[src/rtl/seq_detect_param.sv]
// seq_detect_param
//   Parametrised serial sequence detector. Bits on A are sampled when En is
//   high. The last cfg_len sampled bits are compared against a programmable
//   pattern. Overlapping and non-overlapping detection are both supported,
//   along with a sticky flag that Ack clears and a saturating hit counter.
//
// Ports
//   Clock    in   rising-edge clock
//   Reset    in   asynchronous active-high reset
//   En       in   A is valid this cycle
//   A        in   serial data bit
//   Clear    in   synchronous clear; also loads Pattern/Len/Overlap
//   Pattern  in   [MAX_W-1:0]; Pattern[Len-1] is the first bit received
//   Len      in   [LW-1:0] pattern length, legal range 1..MAX_W
//   Overlap  in   1 = overlapping matches, 0 = non-overlapping
//   Ack      in   clears Flag
//   Match    out  one-cycle pulse per detection (registered)
//   Flag     out  sticky detection flag
//   Count    out  [CNT_W-1:0] saturating detection count
//   State    out  [1:0] 0 = IDLE, 1 = FILL, 2 = ARMED
module seq_detect_param #(
    parameter int               MAX_W       = 8,
    parameter int               LW          = 4,
    parameter int               CNT_W       = 8,
    parameter logic [MAX_W-1:0] DEF_PATTERN = MAX_W'(4'b1101),
    parameter logic [LW-1:0]    DEF_LEN     = LW'(4),
    parameter logic             DEF_OVERLAP = 1'b1
) (
    input  logic             Clock,
    input  logic             Reset,
    input  logic             En,
    input  logic             A,
    input  logic             Clear,
    input  logic [MAX_W-1:0] Pattern,
    input  logic [LW-1:0]    Len,
    input  logic             Overlap,
    input  logic             Ack,
    output logic             Match,
    output logic             Flag,
    output logic [CNT_W-1:0] Count,
    output logic [1:0]       State
);

    typedef enum logic [1:0] {
        IDLE  = 2'd0,
        FILL  = 2'd1,
        ARMED = 2'd2
    } state_e;

    // Only the newest MAX_W-1 bits are stored. The incoming bit completes the window.
    logic [MAX_W-2:0] hist_q;
    logic [LW-1:0]    fill_q;
    state_e           state_q;
    logic             match_q;
    logic             flag_q;
    logic [CNT_W-1:0] cnt_q;
    logic [MAX_W-1:0] cfg_pat_q;
    logic [LW-1:0]    cfg_len_q;
    logic             cfg_ovl_q;

    logic [MAX_W-1:0] hist_d;
    logic [LW-1:0]    fill_d;
    logic [LW-1:0]    fill_sat;
    logic [MAX_W-1:0] mask;
    logic             len_ok;
    logic             hit;

    always_comb begin
        len_ok = (cfg_len_q != '0) && (cfg_len_q <= LW'(MAX_W));
        hist_d = {hist_q, A};
        // An illegal length never completes, so fill tops out at MAX_W instead.
        fill_sat = len_ok ? cfg_len_q : LW'(MAX_W);
        fill_d   = (fill_q >= fill_sat) ? fill_sat : fill_q + LW'(1);
        mask = '0;
        for (int i = 0; i < MAX_W; i++) mask[i] = (LW'(i) < cfg_len_q);
        hit = En && !Clear && len_ok && (fill_d == cfg_len_q) &&
              (((hist_d ^ cfg_pat_q) & mask) == '0);
    end

    always_ff @(posedge Clock or posedge Reset) begin
        if (Reset) begin
            hist_q    <= '0;
            fill_q    <= '0;
            state_q   <= IDLE;
            match_q   <= 1'b0;
            flag_q    <= 1'b0;
            cnt_q     <= '0;
            cfg_pat_q <= DEF_PATTERN;
            cfg_len_q <= DEF_LEN;
            cfg_ovl_q <= DEF_OVERLAP;
        end else begin
            match_q <= hit;
            // A hit takes priority over Ack. Clear leaves the flag alone.
            flag_q  <= hit | (flag_q & ~Ack);
            if (hit && cnt_q != '1) cnt_q <= cnt_q + CNT_W'(1);
            if (Clear) begin
                hist_q    <= '0;
                fill_q    <= '0;
                state_q   <= IDLE;
                cnt_q     <= '0;
                cfg_pat_q <= Pattern;
                cfg_len_q <= Len;
                cfg_ovl_q <= Overlap;
            end else if (En) begin
                if (hit && !cfg_ovl_q) begin
                    // In non-overlap mode, the next match needs a fully fresh window.
                    hist_q  <= '0;
                    fill_q  <= '0;
                    state_q <= FILL;
                end else begin
                    hist_q  <= hist_d[MAX_W-2:0];
                    fill_q  <= fill_d;
                    state_q <= (len_ok && fill_d == cfg_len_q) ? ARMED : FILL;
                end
            end
        end
    end

    assign Match = match_q;
    assign Flag  = flag_q;
    assign Count = cnt_q;
    assign State = state_q;

endmodule

[config.mk]
export PLATFORM = sky130hd
export DESIGN_NAME = seq_detect_param
export DESIGN_NICKNAME = d
export VERILOG_FILES = /design/src/rtl/seq_detect_param.sv
export SDC_FILE = /design/constraint.sdc
export NUM_CORES = 1
export LEC_CHECK = 0
export ABC_AREA = 0
export BUFFER_PORTS_ARGS = -buffer_cell sky130_fd_sc_hd__buf_2
export CAP_MARGIN = 20
export CELL_PAD_IN_SITES_DETAIL_PLACEMENT = 0
export CELL_PAD_IN_SITES_GLOBAL_PLACEMENT = 1
export CORE_UTILIZATION = 47
export CTS_CLUSTER_DIAMETER = 200
export DETAILED_ROUTE_END_ITERATION = 10
export GPL_TIMING_DRIVEN = 0
export PLACE_DENSITY_LB_ADDON = 0.2
export SYNTH_ARGS = -nofsm -noshare
export SYNTH_HDL_FRONTEND = slang
export SYNTH_SLANG_ARGS = --single-unit
[constraint.sdc]
create_clock -name Clock -period 4.45 [get_ports Clock]
set_input_delay 0.445 -clock Clock [delete_from_list [all_inputs] [get_ports Clock]]
set_output_delay 0.445 -clock Clock [all_outputs]
set_load 0.02 [all_outputs]
# ---- After elaboration in Yosys (flattened, before gate mapping)
# Index checks and enable logic that the tools add are counted.
dict set report word_totals {
  regBits 36
  wordCells 56
}
dict set report classes {
  n_addsub 2
  n_lt_le_gt_ge 10
  eq_ne 2
  muxes 14
  n_bitwise 5
  reduce_logical 14
}
# operator count
set ops {}
lappend ops {{2-to-1 mux 7 bit} 3}
lappend ops {{2-to-1 mux 4 bit} 5}
lappend ops {{less-than comparator 3 x 4 -> 1 bit (first input constant)} 4}
lappend ops {{2-to-1 mux 8 bit} 2}
lappend ops {{adder 8 x 1 -> 8 bit (second input constant)} 1}
lappend ops {{AND 8 bit} 1}
lappend ops {{logical AND 1 bit} 8}
lappend ops {{zero test 8 bit} 1}
lappend ops {{less-than comparator 1 x 4 -> 1 bit (first input constant)} 2}
lappend ops {{less-than comparator 2 x 4 -> 1 bit (first input constant)} 2}
lappend ops {{2-to-1 mux 2 bit} 4}
lappend ops {{inequality test 8 bit (second input constant)} 1}
lappend ops {{bitwise XOR 8 bit} 1}
lappend ops {{adder 4 x 1 -> 4 bit (second input constant)} 1}
lappend ops {{equality test 4 bit} 1}
lappend ops {{>= comparator 4 bit} 1}
lappend ops {{<= comparator 4 bit (second input constant)} 1}
lappend ops {{nonzero test 2 bit} 2}
lappend ops {{nonzero test 4 bit} 1}
lappend ops {{zero test 1 bit} 2}
lappend ops {{AND 1 bit} 1}
lappend ops {{NOT 1 bit} 1}
lappend ops {{OR 1 bit} 1}

# ---- Logic depth before layout (Yosys ltp)
# Gate-level depths: netlist of the first run.
dict set report logic_depth {
  ltp_word 12
  depth_mapped 13
}

# ---- Worst setup path after synthesis of the first run
# Ideal clock, no wire load.
dict set report synth_timing {
  kind {register -> register}
  from {reg cfg_len_q[2]}
  to {reg cnt_q[5] (netlist: Count[5])}
  setup_time_ns 0.128
  arrival_time_ns 2.891
  required_ns 4.322
  setup_slack_ns 1.432
  path_stages_with_launch 12
  n_path_buf 2
  cell_sequence {dfstp_2 > buf_4 > nand2b_4 > ha_1 > a21o_1 > a21oi_2 > and2_1 > buf_2 > a31oi_1 > or4_4 > nor4_1 > mux2_1}
}
dict set report synth_via {
  elab_chain_len 10
  elab_cells_between_ends 22
}
# element line
set synth_lines {}
lappend synth_lines {{start: declaration} 58} ;# logic [LW-1:0] cfg_len_q;
lappend synth_lines {{start signal: assignment} 102} ;# cfg_len_q <= Len;
lappend synth_lines {{<= comparator 4 bit or nonzero test 4 bit (tied branches)} 69} ;# len_ok = (cfg_len_q != '0) && (cfg_len_q <= LW'(MAX_W));
lappend synth_lines {{logical AND 1 bit} 69}
lappend synth_lines {{2-to-1 mux 4 bit} 72} ;# fill_sat = len_ok ? cfg_len_q : LW'(MAX_W);
lappend synth_lines {{>= comparator 4 bit} 73} ;# fill_d = (fill_q >= fill_sat) ? fill_sat : fill_q + LW'(1);
lappend synth_lines {{2-to-1 mux 4 bit} 73}
lappend synth_lines {{equality test 4 bit} 76} ;# hit = En && !Clear && len_ok && (fill_d == cfg_len_q) &&
lappend synth_lines {{logical AND 1 bit} 76}
lappend synth_lines {{logical AND 1 bit (*)} 76}
lappend synth_lines {{logical AND 1 bit (*)} 95} ;# if (hit && cnt_q != '1) cnt_q <= cnt_q + CNT_W'(1);
lappend synth_lines {{nonzero test 2 bit (no line) (*)} n/a}
lappend synth_lines {{end signal: assignment} 95}
lappend synth_lines {{end: declaration} 56} ;# logic [CNT_W-1:0] cnt_q;
# Mark *: on every way between the ends. The rest lies on a longest branch, timed or not.
# A chain may end at the register's enable or synchronous reset.

# ---- Final worst setup path of the first run
dict set report layout_timing {
  from {reg cfg_len_q[3]}
  to {reg cnt_q[5] (netlist: Count[5])}
}
# Same word-level chain as after synthesis.

==> results of run 1 <==
[Yosys cell counts (2+ instances only)]
master	number	area [sq um]
sky130_fd_sc_hd__a21oi_1	22	110
sky130_fd_sc_hd__a31oi_1	4	25.0
sky130_fd_sc_hd__and2_1	3	18.8
sky130_fd_sc_hd__buf_2	4	20.0
sky130_fd_sc_hd__clkbuf_1	8	30.0
sky130_fd_sc_hd__dfrtp_1	31	776
sky130_fd_sc_hd__dfstp_2	5	131
sky130_fd_sc_hd__ha_1	6	75.1
sky130_fd_sc_hd__inv_1	5	18.8
sky130_fd_sc_hd__mux2_2	12	135
sky130_fd_sc_hd__nand2_1	9	33.8
sky130_fd_sc_hd__nand2b_1	14	87.6
sky130_fd_sc_hd__nand3_1	16	80.1
sky130_fd_sc_hd__nand3b_1	2	15.0
sky130_fd_sc_hd__nand4_1	3	18.8
sky130_fd_sc_hd__nor2_1	8	30.0
sky130_fd_sc_hd__nor2b_1	3	18.8
sky130_fd_sc_hd__nor3_1	3	15.0
sky130_fd_sc_hd__nor4_1	3	18.8
sky130_fd_sc_hd__o21ai_0	7	35.0
sky130_fd_sc_hd__o21ai_1	5	25.0
sky130_fd_sc_hd__o21bai_1	2	15.0
sky130_fd_sc_hd__o31ai_1	2	15.0
sky130_fd_sc_hd__or3_1	3	18.8
sky130_fd_sc_hd__or4_1	4	30.0
sky130_fd_sc_hd__xnor2_1	5	43.8
sky130_fd_sc_hd__xor2_1	6	52.6
[stage by stage]
stage / hold WS, ns / setup WS, ns
final: 0.203 / 1.05
after global routing: 0.244 / 0.848
after CTS: 0.219 / 1.09
after detailed placement: 0.521 / 1.11
after global placement: 0.516 / 1.07
after floorplan: 0.501 / 1.43
[registers in the layout (all words and copies together) (netlist names)]
| name | count |
|---|---|
| cfg_pat_q | 8 |
| cfg_len_q | 4 |
| Count | 8 |
| Match | 1 |
| Flag | 1 |
| State | 2 |
| hist_q | 7 |
| fill_q | 4 |
| cfg_ovl_q | 1 |
[layer usage]
layer | share of wire [%] | GRT usage (%) | up-vias
li1 | - | - | 834
met1 | 51 | 30.0 | 764
met2 | 44 | 34.2 | 27
met3 | 3.7 | 5.00 | 7
met4 | 1.4 | 7.81 | 0
met5 | 0 | 0 | -
[power breakdown]
group          internal (uW)  switching, uW  leakage, uW
sequential               349           16.5     0.000464
clock                    198            119    0.0000645
combinational           74.2           92.8     0.000516
[area by class of cell]
class	count	area (sq um)
Buffer	15	72.6
Fill cell	384	1690
Clock buffer	7	96.3
Multi-Input combinational cell	155	1040
Sequential cell	36	907
Inverter	6	22.5
Timing Repair Buffer	29	168
Tap cell	50	62.6
Clock inverter	1	30.0
[worst min path at each step]
| stage | depth (start not counted) | endpoint | slack (ns) | start |
|---|---|---|---|---|
| after floorplan | 1 | cfg_pat_q[7] | 0.50 | cfg_pat_q[7] |
| after global placement | 1 | cfg_pat_q[1] | 0.52 | cfg_pat_q[1] |
| after detailed placement | 1 | cfg_pat_q[4] | 0.52 | cfg_pat_q[4] |
| after CTS | 2 | Flag | 0.22 | Reset |
| after global routing | 2 | Flag | 0.24 | Reset |
| final | 2 | cfg_pat_q[6] | 0.20 | Reset |
[worst reg2reg max path, delay by kind of cell (launching register included)]
family / cells / cell delay (ns)
simple gates: 4 / 1.20
mux: 1 / 0.36
fa+ha+maj: 1 / 0.29
flops: 1 / 0.39
buf+inv: 2 / 0.54
compound gates: 2 / 0.53
[logic make-up (layout without fill, tap and decap cells)]
kind of cell	after synthesis	after routing	share of synthesized area [%]
AND/OR/NAND/NOR	73	73	20.1
AO/OA/AOI/OAI	51	51	14.8
flip-flops	36	36	44.4
buffers and inverters	21	58	4.66
multiplexers	14	14	7.66
XOR/XNOR	11	11	4.72
adder cells (fa/ha/maj)	6	6	3.68
==> impl_results.rst, run 1 <==
.. list-table::
   :header-rows: 1

   * - Metric
     - Value
   * - Status
     - finished, final reports clean
   * - Die width
     - 67.9 um
   * - Post-layout nets
     - 273
   * - # Post-CTS Setup Buffers
     - 0
   * - CTS tree
     - built
   * - CP Capture Type
     - register
   * - Count of final setup violators
     - 0
   * - Inserted Diodes
     - 0
   * - Delay of the slowest cell on the worst path
     - 0.60 ns
   * - Transition time at the pin with the least slew margin
     - 0.582 ns
   * - Instance count of the mapped netlist
     - 212
   * - Total congestion overflow
     - 0
   * - Total placed instance area
     - 0.00227 sq mm
   * - Max IR drop VDD
     - 0.269 mV
   * - Data arrival time of the critical path
     - 3.58 ns
   * - Unrepaired setup endpoints after global routing
     - false
   * - Number of DRC markers after the initial detailed-route iteration
     - 84
   * - Mean instance size in the synthesized netlist
     - 9.63 sq um
   * - Fmax
     - 0.294 GHz
   * - Normalized max-slew margin
     - 61.2%
   * - Detailed Route WL
     - 4.42 mm
   * - Maximum number of pins on one net before global-route repair
     - 25
   * - Final Hold Fails
     - 0
   * - Later-pin clock latency in the skew report
     - 0.29 ns
   * - TritonRoute pass-1 iters
     - 4
   * - Termination of the worst setup path
     - Count[5]
   * - Clk slew on worst S/H paths
     - 0.08 ns
   * - Library cells used by synthesis
     - 44
   * - Leak pwr
     - 0.00104 uW
   * - Netlist area before placement
     - 0.00204 sq mm
   * - Critical path class
     - reg -> reg
   * - Final core area utilization
     - 58.7%
   * - Root Driver
     - sky130_fd_sc_hd__clkbuf_8
   * - Maximum fanout along the worst path
     - 10
   * - Fin Clk Skew
     - 0.00753 ns
   * - Flip-flop cell with the highest count after synthesis
     - sky130_fd_sc_hd__dfrtp_1
   * - Reg2Reg Depth
     - 10
   * - Vias
     - 1632
   * - CP top delay family
     - simple AND/OR/NAND/NOR gates
   * - Number of buffers added to fix hold violations after cts
     - 0
   * - Power density normalized to cell area
     - 354 mW/mm^2
   * - Reg2reg end
     - Count[5]
   * - Cell row count
     - 23
   * - Launching point of the worst reg2reg path
     - cfg_len_q[3]
   * - Detail-routed via count per cell
     - 5.46
   * - Minimum clock period after layout
     - 3.40 ns
   * - TritonCTS buffer count
     - 5
   * - Total power after layout
     - 849 uW
   * - Setup crit start kind
     - register
   * - Number of levels the H-tree was split into
     - 2
   * - Post-synth EDFFs
     - 0
   * - Count of max-cap constraint violations
     - 0
   * - Crit share post-route
     - 76.5%
   * - Antenna violation net count after detailed routing
     - 0
   * - Reg2reg setup slack
     - 1.05 ns
   * - Cell with the largest stage delay on the worst path
     - sky130_fd_sc_hd__or4_4
   * - Class of the tightest hold or removal check
     - in -> async
   * - Total negative slack for setup checks
     - 0 ns
   * - Commonest cells after routing, fill and taps aside
     - sky130_fd_sc_hd__buf_2, sky130_fd_sc_hd__dfrtp_1, sky130_fd_sc_hd__a21oi_1
   * - Critical-path cell list
     - clkbuf_1 > nor2b_1 > ha_1 > o2111ai_1 > and2_1 > buf_2 > a31oi_1 > or4_4 > nor4_1 > mux2_1
   * - Num Clock Sinks
     - 36
   * - Critical path origin
     - cfg_len_q[3]
   * - Via count of the first global-routing pass
     - 1543
   * - Final estimated routing congestion in global placement
     - 0.859
   * - Share of final-layout standard cells stronger than drive strength 1
     - 26.1%
   * - Count of input and output buffers
     - 28
   * - Synth Net Count
     - 237
   * - Post-synthesis sequential element count
     - 36
   * - Die Span Y
     - 67.9 um
   * - Sequential fraction of the synthesis area
     - 44.4%
   * - Die ar.
     - 0.00461 sq mm
   * - Quantity of gates resized following cts
     - 0
   * - Initial antenna violation count
     - 0
   * - Critical path buffers and inverters
     - 2
   * - DP HPWL
     - 3.22 mm
   * - Residual DRC count
     - 0
   * - I/O pins
     - 31
   * - Clock Path Buffers
     - 2
   * - Share of synthesized registers carrying an async set or reset
     - 100%
   * - Placed cells
     - 291
   * - Logic depth of the worst setup path including buffers
     - 10
   * - Final design area excluding fillers
     - 0.00240 sq mm
   * - Most common cell after layout, fill and taps aside
     - sky130_fd_sc_hd__buf_2
   * - Global-route usage over all layers
     - 22.0%
   * - Initial cell density of the core
     - 50.0%
   * - Layout overhead on the synthesized area
     - 17.5%
   * - Routed wire per std cell
     - 14.8 um
   * - Post-route insts no fill
     - 299
   * - Area of the core
     - 0.00409 sq mm
   * - Number of warning messages in the yosys log
     - 0
   * - Global-route wire length before repair
     - 7.37 mm
   * - Data required, critical path
     - 4.62 ns
   * - Max Slew Vio Count
     - 0
(Power assumes the default switching activity.)
==> inputs of run 2 (changes only) <==
Settings changed: ABC_AREA 0 to 1, CORE_UTILIZATION 47 to 42.
Clock period 4.45 ns to 3.2 ns, I/O delays scaled along.
==> impl_results.rst, run 2 <==
.. list-table::
   :header-rows: 1

   * - Metric
     - Value
   * - Status
     - finished, final reports clean
   * - I/O pins
     - 31 (unchanged)
   * - Max IR drop VDD
     - 0.205 mV (-24%)
   * - DP HPWL
     - 3.61 mm (+12%)
   * - Initial cell density of the core
     - 44.1% (-5.9 points)
   * - CP top delay family
     - simple AND/OR/NAND/NOR gates
   * - Num Clock Sinks
     - 36 (unchanged)
   * - Number of warning messages in the yosys log
     - 0 (unchanged)
   * - Critical path buffers and inverters
     - 3 (+1)
   * - Leak pwr
     - 0.00141 uW (+35%)
   * - Detail-routed via count per cell
     - 4.68 (-14%)
   * - Routed wire per std cell
     - 11.8 um (-20%)
   * - Antenna violation net count after detailed routing
     - 0 (unchanged)
   * - Crit share post-route
     - 86.7% (+10 points)
   * - Critical path origin
     - cfg_len_q[3]
   * - Total placed instance area
     - 0.00250 sq mm (+10%)
   * - Maximum fanout along the worst path
     - 10 (unchanged)
   * - Cells taking the most area after synthesis
     - sky130_fd_sc_hd__dfrtp_1, sky130_fd_sc_hd__nand2_1, sky130_fd_sc_hd__nand2_2
   * - # Post-CTS Setup Buffers
     - 0 (unchanged)
   * - Worst Setup Slack post-DPL
     - 0.455 ns (-0.653 ns)
   * - Die width
     - 75.5 um (+11%)
   * - Synth Net Count
     - 327 (+38%)
   * - Maximum number of pins on one net before global-route repair
     - 37 (+48%)
   * - Critical path class
     - reg -> reg
   * - Total congestion overflow
     - 0 (unchanged)
   * - Reg2reg end
     - hist_q[3]
   * - Normalized max-slew margin
     - 50.0% (-11 points)
   * - Vias
     - 1917 (+17%)
   * - Final design area excluding fillers
     - 0.00258 sq mm (+7.8%)
   * - Post-synthesis sequential element count
     - 36 (unchanged)
   * - Power density normalized to cell area
     - 548 mW/mm^2 (+55%)
   * - Post-route insts no fill
     - 410 (+37%)
   * - Cell seen most often among critical-path stages
     - sky130_fd_sc_hd__nand2_1
   * - Data required, critical path
     - 3.38 ns (-1.24 ns)
   * - Most common cell after layout, fill and taps aside
     - sky130_fd_sc_hd__nand2_1
   * - Fmax
     - 0.360 GHz (+23%)
   * - Post-synth top cells
     - sky130_fd_sc_hd__nand2_1, sky130_fd_sc_hd__dfrtp_1, sky130_fd_sc_hd__inv_1
   * - Post-layout nets
     - 364 (+33%)
   * - CTS tree
     - built
   * - Die ar.
     - 0.00569 sq mm (+23%)
   * - Library cell with the highest instance count after synthesis
     - sky130_fd_sc_hd__nand2_1
   * - Layout overhead on the synthesized area
     - 14.1%
   * - Placed cells
     - 402 (+38%)
   * - Total negative slack for setup checks
     - 0 ns (unchanged)
   * - Mean instance size in the synthesized netlist
     - 7.50 sq um (-22%)
   * - Die Span Y
     - 75.5 um (+11%)
   * - Cell row count
     - 26 (+13%)
   * - Post-synth EDFFs
     - 0 (unchanged)
   * - Initial antenna violation count
     - 0 (unchanged)
   * - Delay of the slowest cell on the worst path
     - 0.45 ns (-0.15 ns)
   * - Class of the tightest hold or removal check
     - in -> async
   * - TritonCTS buffer count
     - 5 (unchanged)
   * - Area share of the leading cell type in the synthesized netlist
     - 34.2% (-3.8 points)
   * - Post-synth top area cell
     - sky130_fd_sc_hd__dfrtp_1
   * - Share of synthesized registers carrying an async set or reset
     - 100% (unchanged)
   * - Reg2Reg Depth
     - 20 (+10)
   * - Share of final-layout standard cells stronger than drive strength 1
     - 24.4% (-1.7 points)
   * - Critical-path cell list
     - nor2_1 > nand2_1 > nand3_1 > inv_1 > ha_1 > inv_1 > nand2_1 > nand2_1 > nand2_1 > nand2_1 > nand3_1 > nand3_1 > nand2_2 > nor2_4 > nand2_4 > nor2_8 > nand2_4 > buf_6 > nand2_2 > nand2_2
   * - Clock Path Buffers
     - 2 (unchanged)
   * - Transition time at the pin with the least slew margin
     - 0.748 ns (+0.166 ns)
   * - CP Capture Type
     - register
   * - Netlist area before placement
     - 0.00227 sq mm (+11%)
   * - Global-route usage over all layers
     - 19.4% (-2.6 points)
   * - Final Hold Fails
     - 0 (unchanged)
   * - Unrepaired setup endpoints after global routing
     - false
   * - Max Slew Vio Count
     - 0 (unchanged)
   * - Library cells used by synthesis
     - 31 (-30%)
   * - Area of the core
     - 0.00514 sq mm (+26%)
   * - Cell with the largest stage delay on the worst path
     - sky130_fd_sc_hd__dfrtp_1
   * - TritonRoute pass-1 iters
     - 4 (unchanged)
   * - Count of final setup violators
     - 0 (unchanged)
   * - Setup crit start kind
     - register
   * - Inserted Diodes
     - 0 (unchanged)
   * - Count of input and output buffers
     - 30 (+7.1%)
   * - Detailed Route WL
     - 4.84 mm (+9.5%)
   * - Global-route wire length before repair
     - 8.11 mm (+10%)
   * - Residual DRC count
     - 0 (unchanged)
   * - Reg2reg setup slack
     - 0.43 ns (-0.62 ns)
   * - Fin Hold WS
     - 0.152 ns (-0.0511 ns)
   * - Launching point of the worst reg2reg path
     - cfg_len_q[3]
   * - Via count of the first global-routing pass
     - 1717 (+11%)
   * - Number of buffers added to fix hold violations after cts
     - 0 (unchanged)
   * - Fin Clk Skew
     - 0.00888 ns (+0.00135 ns)
   * - Data arrival time of the critical path
     - 2.95 ns (-0.63 ns)
   * - Commonest cells after routing, fill and taps aside
     - sky130_fd_sc_hd__nand2_1, sky130_fd_sc_hd__dfrtp_1, sky130_fd_sc_hd__inv_1, sky130_fd_sc_hd__buf_2, sky130_fd_sc_hd__nor2_1
   * - Sequential fraction of the synthesis area
     - 40.0% (-4.4 points)
   * - Quantity of gates resized following cts
     - 0 (unchanged)
   * - Fin worst setup slack
     - 0.426 ns (-0.620 ns)
   * - Number of DRC markers after the initial detailed-route iteration
     - 76 (-9.5%)
   * - Final estimated routing congestion in global placement
     - 0.779 (-9.4%)
   * - Clk slew on worst S/H paths
     - 0.07 ns (about the same)
   * - Later-pin clock latency in the skew report
     - 0.29 ns (about the same)
   * - Termination of the worst setup path
     - hist_q[3]
   * - Minimum clock period after layout
     - 2.77 ns (-0.630 ns)
   * - Count of max-cap constraint violations
     - 0 (unchanged)
   * - Instance count of the mapped netlist
     - 302 (+42%)
   * - Logic depth of the worst setup path including buffers
     - 20 (+10)
   * - Flip-flop cell with the highest count after synthesis
     - sky130_fd_sc_hd__dfrtp_1
   * - Root Driver
     - sky130_fd_sc_hd__clkbuf_8
   * - Number of levels the H-tree was split into
     - 2 (unchanged)
==> run 2: metal layers <==
metal	GRT usage, %	vias up	share of wire, %
li1	-	1013	-
met1	28.1	875	51
met2	29.2	22	45
met3	3.97	7	2.2
met4	6.17	0	1.4
met5	0	-	0
==> run 2: worst register-to-register path, cell delays in order, from the launching register on <==
cell and delay (ns):
sky130_fd_sc_hd__dfrtp_1 0.45, sky130_fd_sc_hd__nor2_1 0.22, sky130_fd_sc_hd__nand2_1 0.15, sky130_fd_sc_hd__nand3_1 0.14, sky130_fd_sc_hd__inv_1 0.05, sky130_fd_sc_hd__ha_1 0.29
sky130_fd_sc_hd__inv_1 0.06, sky130_fd_sc_hd__nand2_1 0.04, sky130_fd_sc_hd__nand2_1 0.05, sky130_fd_sc_hd__nand2_1 0.05, sky130_fd_sc_hd__nand2_1 0.14, sky130_fd_sc_hd__nand3_1 0.15
sky130_fd_sc_hd__nand3_1 0.11, sky130_fd_sc_hd__nand2_2 0.07, sky130_fd_sc_hd__nor2_4 0.14, sky130_fd_sc_hd__nand2_4 0.10, sky130_fd_sc_hd__nor2_8 0.11, sky130_fd_sc_hd__nand2_4 0.06
sky130_fd_sc_hd__buf_6 0.16, sky130_fd_sc_hd__nand2_2 0.07, sky130_fd_sc_hd__nand2_2 0.04
==> run 2: power by group <==
group	internal [uW]	switching [uW]	leakage [uW]	total, uW
clock	153	160	0.0000422	313
combinational	195	361	0.000899	556
sequential	500	48.5	0.000465	548
total	848	569	0.00141	1420
==> run 2: per-stage QoR <==
| stage | utilization (%) | power [uW] |
|---|---|---|
| floorplan | - | 1000 |
| global placement | 48.7 | 1110 |
| detailed placement | 48.7 | 1110 |
| CTS | 50.3 | 1430 |
| global route | 50.3 | 1540 |
| finish | 50.3 | 1420 |
==> run 2: layout make-up <==
| type | instances | area [sq um] |
|---|---|---|
| Buffer | 7 | 33.8 |
| Clock buffer | 7 | 76.3 |
| Clock inverter | 1 | 5.00 |
| Fill cell | 536 | 2550 |
| Inverter | 36 | 135 |
| Multi-Input combinational cell | 223 | 1190 |
| Sequential cell | 36 | 907 |
| Tap cell | 70 | 87.6 |
| Timing Repair Buffer | 30 | 150 |
==> run 2: worst min path at each step <==
stage	from	endpoint	slack (ns)	depth (start not counted)
2_1_floorplan	Pattern[3]	cfg_pat_q[3]	0.42	2
3_5_place_dp	State[0]	State[0]	0.47	2
5_1_grt	Ack	Flag	0.21	2
6_report	Reset	Count[4]	0.15	2
3_3_place_gp	State[0]	State[0]	0.46	2
4_1_cts	Reset	Count[4]	0.18	2
==> run 2: logic make-up (layout without fill, tap and decap cells) <==
family                     Yosys count  count (layout)  synth area share [%]
DFF                                 36              36                  40.0
buffers and inverters               43              81                  7.45
xor gates and xnor gates            10              10                  3.87
adders and majority gates            6               6                  3.31
and+or+nand+nor                    188             188                  40.4
AOI/OAI and AO/OA                   19              19                  4.97
==> inputs of run 3 (changes only) <==
Settings changed: ABC_AREA 1 to 0, CORE_UTILIZATION 42 to 43.
==> impl_results.rst, run 3 (synthesized netlist as in run 1, its figures left out) <==
.. list-table::
   :header-rows: 1

   * - Metric
     - Value
   * - Status
     - finished, final reports clean
   * - Transition time at the pin with the least slew margin
     - 0.740 ns (-0.00796 ns)
   * - DP HPWL
     - 3.22 mm (-11%)
   * - Total placed instance area
     - 0.00225 sq mm (-10%)
   * - Global-route wire length before repair
     - 7.65 mm (-5.8%)
   * - Power density normalized to cell area
     - 451 mW/mm^2 (-18%)
   * - Global-route usage over all layers
     - 20.0% (+0.52 points)
   * - Initial antenna violation count
     - 0 (unchanged)
   * - Fmax
     - 0.323 GHz (-10%)
   * - Residual DRC count
     - 0 (unchanged)
   * - Antenna violation net count after detailed routing
     - 0 (unchanged)
   * - Commonest cells after routing, fill and taps aside
     - sky130_fd_sc_hd__dfrtp_1, sky130_fd_sc_hd__buf_2, sky130_fd_sc_hd__a21oi_1
   * - Normalized max-slew margin
     - 50.6% (+0.53 points)
   * - Crit share post-route
     - 96.6% (+10 points)
   * - Final estimated routing congestion in global placement
     - 0.830 (+6.6%)
   * - Critical-path cell list
     - buf_4 > nand2b_4 > ha_4 > a21o_1 > a21oi_2 > and2_1 > clkbuf_4 > a31oi_1 > or4_4 > or4_1 > a21oi_1
   * - Total negative slack for setup checks
     - 0 ns (unchanged)
   * - Num Clock Sinks
     - 36 (unchanged)
   * - Later-pin clock latency in the skew report
     - 0.29 ns (about the same)
   * - Class of the tightest hold or removal check
     - in -> async
   * - Leak pwr
     - 0.00103 uW (-27%)
   * - Minimum clock period after layout
     - 3.09 ns (+0.319 ns)
   * - CTS tree
     - built
   * - Count of input and output buffers
     - 28 (-6.7%)
   * - Post-layout nets
     - 274 (-25%)
   * - Share of final-layout standard cells stronger than drive strength 1
     - 28.8% (+4.4 points)
   * - Die width
     - 70.9 um (-6.0%)
   * - TritonRoute pass-1 iters
     - 6 (+2)
   * - Layout overhead on the synthesized area
     - 18.1%
   * - Final Hold Fails
     - 0 (unchanged)
   * - Max IR drop VDD
     - 0.242 mV (+18%)
   * - Maximum number of pins on one net before global-route repair
     - 37 (unchanged)
   * - Inserted Diodes
     - 0 (unchanged)
   * - Number of levels the H-tree was split into
     - 2 (unchanged)
   * - TritonCTS buffer count
     - 5 (unchanged)
   * - Fin Clk Skew
     - 0.0105 ns (+0.00163 ns)
   * - Final design area excluding fillers
     - 0.00241 sq mm (-6.7%)
   * - Routed wire per std cell
     - 15.1 um (+28%)
   * - Clk slew on worst S/H paths
     - 0.08 ns (about the same)
   * - Vias
     - 1686 (-12%)
   * - Delay of the slowest cell on the worst path
     - 0.55 ns (+0.10 ns)
   * - Detail-routed via count per cell
     - 5.58 (+19%)
   * - Number of DRC markers after the initial detailed-route iteration
     - 79 (+3.9%)
   * - Setup crit start kind
     - register
   * - Root Driver
     - sky130_fd_sc_hd__clkbuf_8
   * - Data arrival time of the critical path
     - 3.31 ns (+0.36 ns)
   * - Cell with the largest stage delay on the worst path
     - sky130_fd_sc_hd__or4_4
   * - Area of the core
     - 0.00444 sq mm (-14%)
   * - Initial cell density of the core
     - 45.9% (+1.9 points)
   * - Die Span Y
     - 70.9 um (-6.0%)
   * - Count of max-cap constraint violations
     - 0 (unchanged)
   * - Count of final setup violators
     - 0 (unchanged)
   * - Most common cell after layout, fill and taps aside
     - sky130_fd_sc_hd__dfrtp_1
   * - Cell row count
     - 24 (-7.7%)
   * - Max Slew Vio Count
     - 0 (unchanged)
   * - CP Capture Type
     - register
   * - I/O pins
     - 31 (unchanged)
   * - Final core area utilization
     - 54.3% (+4.0 points)
   * - Data required, critical path
     - 3.42 ns (+0.04 ns)
   * - Number of buffers added to fix hold violations after cts
     - 0 (unchanged)
   * - Detailed Route WL
     - 4.56 mm (-5.8%)
   * - Clock Path Buffers
     - 2 (unchanged)
   * - Die ar.
     - 0.00503 sq mm (-12%)
   * - Total congestion overflow
     - 0 (unchanged)
   * - Critical path class
     - reg -> reg
   * - Maximum fanout along the worst path
     - 9 (-1)
   * - Via count of the first global-routing pass
     - 1587 (-7.6%)
## run 3: worst max-delay path, delay by kind of cell (launching register included)
kind / cells / cell delay, ns
AO/OA/AOI/OAI: 4 / 0.62
adder cells (fa/ha/maj): 1 / 0.23
AND/OR/NAND/NOR: 4 / 1.31
buffers and inverters: 2 / 0.35
flip-flops: 1 / 0.51
## run 3: area by class of cell
class	instances	area, sq um
Fill cell	425	2030
Multi-Input combinational cell	155	1090
Sequential cell	36	907
Timing Repair Buffer	30	155
Buffer	15	85.1
Clock buffer	7	76.3
Tap cell	52	65.1
Inverter	6	22.5
Clock inverter	1	8.76
## run 3: through the flow
stage	total power [uW]	hold slack [ns]	setup WS [ns]	cells
6_report	1090	0.148	0.107	302
5_1_grt	1150	0.225	-0.00121	302
4_1_cts	1070	0.186	0.0166	301
3_5_place_dp	744	0.504	-0.155	292
3_3_place_gp	743	0.507	-0.102	292
2_1_floorplan	687	0.416	0.182	212
## run 3: per-layer routing
layer	wire, um	global-route usage [%]
met5	0	0
met4	61	6.67
met3	223	4.56
met2	2050	29.9
met1	2230	28.7
## run 3: final timing paths
kind	from	endpoint	slack, ns	cells after the start
worst max-delay path	cfg_len_q[2]	Count[4]	0.11	11
worst min-delay path	Reset	Flag	0.15	2
worst max register to register	cfg_len_q[2]	Count[4]	0.11	11
worst min register to register	Flag	Flag	0.54	2
max in group asynchronous	Reset	cfg_len_q[0]	2.57	2
min in group Clock	Ack	Flag	0.20	2
## run 3: what timing repair did
item                       in CTS  in global routing
buffers inserted                1                  1
setup endpoints to repair      16                 18
gates resized for setup         4                 11
pin swaps                       2                  4
gates cloned                    0                  0
## run 3: power breakdown
group          internal (uW)  switching, uW  leakage, uW  total, uW
Combinational            118            141     0.000526        259
Sequential               486           22.8     0.000464        509
Clock                    155            165    0.0000424        320
Total                    759            329      0.00103       1090
